**src/rtl/pe_mac_vec_pkg.sv**
```systemverilog
// pe_pkg: shared FSM state type, accumulator width derivation and saturation helper for pe_mac_vec
package pe_pkg;
  typedef enum logic [1:0] {S_IDLE, S_RUN, S_DRAIN, S_DONE} state_t;
  function automatic int acc_width(input int data_w, input int l_ram_size);
    return 2 * data_w + l_ram_size;
  endfunction
  // Clamp a sign-extended accumulator into the signed out_w range.
  function automatic logic signed [63:0] sat_signed(input logic signed [63:0] acc, input int out_w);
    logic signed [63:0] hi, lo;
    hi = (64'sd1 <<< (out_w - 1)) - 64'sd1;
    lo = -hi - 64'sd1;
    return acc > hi ? hi : acc < lo ? lo : acc;
  endfunction
endpackage

```
**src/rtl/pe_mac_vec_if.sv**
```systemverilog
// pe_mac_vec_if: bundles RAM preload, job control, A stream and result handshake of pe_mac_vec
//   RAM preload : din, addr, we
//   job control : start, len, busy
//   A stream    : ain, ain_valid, ain_ready
//   result      : dout, dvalid, dready
//   master = broadcaster/collector side, slave = PE side
interface pe_mac_vec_if #(parameter int DATA_W = 8, parameter int L_RAM_SIZE = 3, parameter int OUT_W = 16);
  logic [DATA_W-1:0] din;
  logic [L_RAM_SIZE-1:0] addr;
  logic we;
  logic start;
  logic [L_RAM_SIZE:0] len;
  logic busy;
  logic signed [DATA_W-1:0] ain;
  logic ain_valid;
  logic ain_ready;
  logic [OUT_W-1:0] dout;
  logic dvalid;
  logic dready;
  modport master(output din, addr, we, start, len, ain, ain_valid, dready, input busy, ain_ready, dout, dvalid);
  modport slave(input din, addr, we, start, len, ain, ain_valid, dready, output busy, ain_ready, dout, dvalid);
endinterface

```
**src/rtl/pe_mac_vec_ram.sv**
```systemverilog
// pe_ram: single-port synchronous RAM, DATA_W x 2**L_RAM_SIZE, registered read, block RAM style
//   clk   : clock
//   en    : port enable (read and/or write)
//   we    : write enable
//   addr  : shared read/write address
//   wdata : write data
//   rdata : read data, one cycle after an enabled access
module pe_ram #(parameter int DATA_W = 8, parameter int L_RAM_SIZE = 3) (
  input  logic                  clk,
  input  logic                  en,
  input  logic                  we,
  input  logic [L_RAM_SIZE-1:0] addr,
  input  logic [DATA_W-1:0]     wdata,
  output logic [DATA_W-1:0]     rdata
);
  logic [DATA_W-1:0] mem [2**L_RAM_SIZE];
  always_ff @(posedge clk) begin
    if (en) begin
      if (we) mem[addr] <= wdata;
      rdata <= mem[addr];
    end
  end
endmodule

```
**src/rtl/pe_mac_vec.sv**
```systemverilog
// pe_mac_vec: signed dot product of a streamed A vector with a B vector held in local RAM
//   aclk, areset : clock, synchronous active-high reset
//   bus (slave)  : RAM preload din/addr/we, job start/len/busy,
//                  A stream ain/ain_valid/ain_ready, result dout/dvalid/dready
//   PE_MAC_VEC_SAT_EN defined: dout saturates to signed OUT_W; undefined: dout wraps
module pe_mac_vec import pe_pkg::*; #(
  parameter int DATA_W = 8,
  parameter int L_RAM_SIZE = 3,
  parameter int OUT_W = 16,
  localparam int ACC_W = acc_width(DATA_W, L_RAM_SIZE)
) (
  input logic aclk,
  input logic areset,
  pe_mac_vec_if.slave bus
);
  localparam logic [L_RAM_SIZE:0] ONE = 1;
  state_t state;
  logic [L_RAM_SIZE:0] len_q, idx;
  logic signed [DATA_W-1:0] a1;
  logic [DATA_W-1:0] rdata;
  logic signed [2*DATA_W-1:0] p2;
  logic v1, v2, beat;
  logic signed [ACC_W-1:0] acc, acc_next;
  logic [OUT_W-1:0] res;
  assign beat = bus.ain_valid && bus.ain_ready;
  // The final product is folded in on the same edge that enters DONE, so dout
  // is taken from the post-add value to hit the 3-cycle latency.
  assign acc_next = acc + (v2 ? ACC_W'(p2) : '0);
`ifdef PE_MAC_VEC_SAT_EN
  assign res = OUT_W'(sat_signed(64'(acc_next), OUT_W));
`else
  assign res = OUT_W'(64'(acc_next));
`endif
  // Writes own the single port; a beat colliding with a write reads garbage.
  pe_ram #(.DATA_W(DATA_W), .L_RAM_SIZE(L_RAM_SIZE)) u_ram (
    .clk(aclk),
    .en(bus.we || beat),
    .we(bus.we),
    .addr(bus.we ? bus.addr : idx[L_RAM_SIZE-1:0]),
    .wdata(bus.din),
    .rdata(rdata)
  );
  always_ff @(posedge aclk) begin
    if (areset) begin
      state <= S_IDLE;
      len_q <= '0;
      idx <= '0;
      a1 <= '0;
      p2 <= '0;
      v1 <= 1'b0;
      v2 <= 1'b0;
      acc <= '0;
      bus.dout <= '0;
      bus.dvalid <= 1'b0;
      bus.ain_ready <= 1'b0;
      bus.busy <= 1'b0;
    end else begin
      v1 <= beat;
      v2 <= v1;
      if (beat) a1 <= bus.ain;
      if (v1) p2 <= a1 * $signed(rdata);
      acc <= acc_next;
      case (state)
        S_IDLE: if (bus.start && bus.len != '0) begin
          state <= S_RUN;
          len_q <= bus.len;
          idx <= '0;
          acc <= '0;
          bus.ain_ready <= 1'b1;
          bus.busy <= 1'b1;
        end
        S_RUN: if (beat) begin
          idx <= idx + ONE;
          if (idx == len_q - ONE) begin
            state <= S_DRAIN;
            bus.ain_ready <= 1'b0;
          end
        end
        S_DRAIN: if (!v1) begin
          state <= S_DONE;
          bus.dout <= res;
          bus.dvalid <= 1'b1;
        end
        S_DONE: if (bus.dready) begin
          state <= S_IDLE;
          bus.dvalid <= 1'b0;
          bus.busy <= 1'b0;
        end
        default: state <= S_IDLE;
      endcase
    end
  end
endmodule

```
**src/flat_wrapper.sv**
```systemverilog
// flat-port wrapper written by rule: the top's interface ports become plain ports
module pe_mac_vec_flat import pe_pkg::*;
#(
  parameter int DATA_W = 8,
  parameter int L_RAM_SIZE = 3,
  parameter int OUT_W = 16,
  localparam int ACC_W = acc_width(DATA_W, L_RAM_SIZE)
)
  (aclk, areset, bus_din, bus_addr, bus_we, bus_start, bus_len, bus_ain, bus_ain_valid, bus_dready, bus_busy, bus_ain_ready, bus_dout, bus_dvalid);
  pe_mac_vec_if #(.DATA_W(DATA_W), .L_RAM_SIZE(L_RAM_SIZE), .OUT_W(OUT_W)) bus_i ();
  input logic aclk;
  input logic areset;
  input wire logic [$bits(bus_i.din)-1:0] bus_din;
  input wire logic [$bits(bus_i.addr)-1:0] bus_addr;
  input wire logic [$bits(bus_i.we)-1:0] bus_we;
  input wire logic [$bits(bus_i.start)-1:0] bus_start;
  input wire logic [$bits(bus_i.len)-1:0] bus_len;
  input wire logic [$bits(bus_i.ain)-1:0] bus_ain;
  input wire logic [$bits(bus_i.ain_valid)-1:0] bus_ain_valid;
  input wire logic [$bits(bus_i.dready)-1:0] bus_dready;
  output wire logic [$bits(bus_i.busy)-1:0] bus_busy;
  output wire logic [$bits(bus_i.ain_ready)-1:0] bus_ain_ready;
  output wire logic [$bits(bus_i.dout)-1:0] bus_dout;
  output wire logic [$bits(bus_i.dvalid)-1:0] bus_dvalid;
  assign bus_i.din = bus_din;
  assign bus_i.addr = bus_addr;
  assign bus_i.we = bus_we;
  assign bus_i.start = bus_start;
  assign bus_i.len = bus_len;
  assign bus_i.ain = bus_ain;
  assign bus_i.ain_valid = bus_ain_valid;
  assign bus_i.dready = bus_dready;
  assign bus_busy = bus_i.busy;
  assign bus_ain_ready = bus_i.ain_ready;
  assign bus_dout = bus_i.dout;
  assign bus_dvalid = bus_i.dvalid;
  pe_mac_vec #(.DATA_W(DATA_W), .L_RAM_SIZE(L_RAM_SIZE), .OUT_W(OUT_W)) u_core (.aclk(aclk), .areset(areset), .bus(bus_i));
endmodule
```
**config.mk**
```make
export PLATFORM = sky130hd
export DESIGN_NAME = pe_mac_vec_flat
export DESIGN_NICKNAME = d
export VERILOG_FILES = /design/src/rtl/pe_mac_vec_pkg.sv /design/src/rtl/pe_mac_vec_if.sv /design/src/rtl/pe_mac_vec_ram.sv /design/src/rtl/pe_mac_vec.sv /design/src/flat_wrapper.sv
export SDC_FILE = /design/constraint.sdc
export NUM_CORES = 1
export LEC_CHECK = 0
export ABC_CLOCK_PERIOD_IN_PS = 7790
export BUFFER_PORTS_ARGS = -buffer_cell sky130_fd_sc_hd__buf_4
export CAP_MARGIN = 20
export CORE_MARGIN = 2
export CORE_UTILIZATION = 50
export DETAILED_ROUTE_END_ITERATION = 12
export PLACE_DENSITY_LB_ADDON = 0.05
export SLEW_MARGIN = 20
export SYNTH_ARGS = -nofsm -noshare
export SYNTH_HDL_FRONTEND = slang
export SYNTH_SLANG_ARGS = --single-unit
```
**constraint.sdc**
```tcl
create_clock -name aclk -period 7.79 [get_ports aclk]
set_input_delay 0.779 -clock aclk [delete_from_list [all_inputs] [get_ports aclk]]
set_output_delay 0.779 -clock aclk [all_outputs]
set_load 0.02 [all_outputs]
```
==> reports/results.ini <==
[yosys]
synth_top_area_frac = 0.2468
yosys_warnings = 0
postSynthAreaPerCell_um2 = 9.756
syn_nets = 1033
synth_seq_cells = 143
synth_edf_count = 72
yosysSeqAreaShare = 0.4090
synth-main-ff-cell = edfxtp_1
syn-cell-area_mm2 = 0.008761
ys_types = 59
synth.area.top_cells = edfxtp_1, dfxtp_1, fa_1
synth.largest_area_cell = edfxtp_1
syn_inst = 898
async_flop_share = 0

[timing]
skew_ns = 0.01684
worstMarginPinSlew_ns = 0.9651
max_clock_freq_mhz = 205.6
tns_ns = 0
rsz0062_at_grt = no
slew_violations = 0
min_period_ns = 4.864
setup_violations = 0
hold_viol = 0
worst_hold_slack_ns = 0.4574
fin_crit_sh = 0.6244
maxSlewHeadroom = 0.3542

[worst_setup_path]
critPathMaxStageDelay_ns = 0.62
path_max_fanout = 8
crit_type = reg -> reg
cp_slowest_cell = fa_1
start_kind = register
end_kind = register
arrival_ns = 5.20
cp_cell_sequence = and2_1 -> fa_1 -> inv_1 -> fa_1 -> inv_1 -> fa_1 -> inv_1 -> fa_1 -> inv_1 -> ha_1 -> and3_1 -> a2111oi_2 -> a21oi_1 -> xnor2_1 -> a211oi_1
worst_ep_required_time_ns = 8.12

[clock_tree]
cts-hold-fix-buffers = 0
cts_setup_buffers = 0
htree_levels = 4
cts_resized = 0
cts_tree = done
cts.sinks = 143
cts_buffers = 17
cts-root-buf = clkbuf_16
clk_latency_ns = 0.43
clkTransAtPathRegs_ns = 0.07
clk_path_buf_depth = 2

[worst_hold_path]
hold_class = reg -> reg

[placement]
place_hpwl_um = 13020
post_dp_cell_area_mm2 = 0.009323
dp.cells = 1145
port_buffers = 47
finalWeightedCongestion = 0.8324

[floorplan]
fp.dieH_um = 136.4
pin_count = 48
core_mm2 = 0.01724
fp-row-count = 48
die_x_um = 136.4
initial_core_util = 0.5083
die_area_mm2 = 0.01860

[run_status]
status = completed

[finish]
most-common-layout-cells = nand2_1, inv_1, edfxtp_1
syn_to_final_growth_pct = 13.35
design_area_mm2 = 0.009931
layout.cells.non_filler = 1177
layout_commonest_cell = nand2_1
num_antenna_cells = 0
layout.nets = 1074
layout-drive-gt1-share = 0.1071

[power]
vdd_drop_max_v = 0.0001694
leakagePower_nw = 4.271
powerDensity_mw_per_mm2 = 249.2

[routing]
vias_per_cell = 5.240
first_pass_iters = 4
ant_nets = 0
vias = 6167
drt_iter0_markers = 281
wl_per_cell_um = 15.15
wl_um = 17830
drc_errors = 0

[run]
cap_violations = 0

[global_routing]
track_usage = 0.2061
grt_pass1_vias = 6159
grt_pass1_wl_um = 29660
grt_max_degree = 61
antenna_found_initial = 0
overflow = 0

metrics by stage:
stage / power, mW / util / setup WS [ns]
after floorplan: 1.489 / - / 3.244
after global routing: 2.652 / 0.5761 / 2.632
after detailed placement: 1.682 / 0.5409 / 2.945
final: 2.475 / 0.5761 / 2.926
after CTS: 2.508 / 0.5761 / 2.917
after global placement: 1.661 / 0.5409 / 3.052
cell type report:
cell class | count | area (um2)
inverters | 98 | 367.9
flip-flops and latches | 143 | 3583
fillers | 1523 | 7306
multi-input cells | 627 | 4701
clock inverters | 15 | 181.4
clock buffers | 17 | 425.4
well taps | 225 | 281.5
repair buffers | 52 | 390.4
final timing paths:
check	start	slack, ns	cells after the start	to
worst max-delay path	u_core.u_ram.rdata[3]	2.93	15	u_core.p2[15]
worst min-delay path	u_core.bus.dout[6]	0.46	2	u_core.bus.dout[6]
worst min register to register	u_core.bus.dout[6]	0.46	2	u_core.bus.dout[6]
worst max register to register	u_core.u_ram.rdata[3]	2.93	15	u_core.p2[15]
cell families (layout without fill, tap and decap cells):
kind of cell	after synthesis	count (layout)	synth area share
adder cells (fa/ha/maj)	106	106	0.1994
AO/OA/AOI/OAI	132	132	0.1040
flip-flops	143	143	0.4090
buffers and inverters	128	182	0.05655
multiplexers	14	14	0.01885
XOR/XNOR	32	32	0.03199
AND/OR/NAND/NOR	343	343	0.1802
worst max-delay path, delay by kind of cell, from the launching register on:
family | cells | cell delay (ns)
AND/OR/NAND/NOR | 2 | 0.44
XOR/XNOR | 1 | 0.15
AO/OA/AOI/OAI | 3 | 0.81
adder cells (fa/ha/maj) | 5 | 2.57
flip-flops | 1 | 0.49
buffers and inverters | 4 | 0.29
cell usage after synthesis, types with 2 or more instances:
cell       count
o21ai_0       24
o21ai_1        4
dfxtp_1       71
nand3_1       32
edfxtp_1      72
mux4_2         2
buf_1          5
o211ai_1       8
buf_2          6
and3_1         7
or2_2          2
a21oi_1       40
a2111oi_2      2
nand2b_1      11
ha_1          50
nor4_1         4
o21bai_1       3
mux2i_1       12
xnor2_1       21
inv_1         97
and2_1        57
a211o_1        2
nor3b_1        3
nand2_1      140
o41ai_1        2
nor2b_1        5
xor2_1        11
fa_1          56
a21o_1         6
nor3_1        11
nor2_1        68
clkbuf_1      18
o21a_1        10
a211oi_1      11
power by group:
part	total, mW	leakage [nW]	internal, mW	switching [mW]
registers	0.899	1.24	0.849	0.0497
logic	0.752	2.74	0.306	0.447
clock network	0.824	0.296	0.436	0.387
sequential cells by signal, indices dropped and copies added, names as in the netlist:
signal	flops
u_core.len_q	4
u_core.idx	4
u_core.acc	16
u_core.v2	1
u_core.bus.ain_ready	1
u_core.bus.dout	16
u_core.p2	16
u_core.bus.busy	1
u_core.a1	8
u_core.u_ram.rdata	8
u_core.bus.dvalid	1
u_core.state	2
u_core.u_ram.mem	64
u_core.v1	1
metal layers:
| layer | share of wire | GRT usage |
|---|---|---|
| met1 | 0.45 | 0.2614 |
| met2 | 0.52 | 0.3660 |
| met4 | 0.0098 | 0.04745 |
| met5 | 0 | 0 |
| met3 | 0.022 | 0.03729 |
Note: power is estimated with default switching activity, not from simulation.
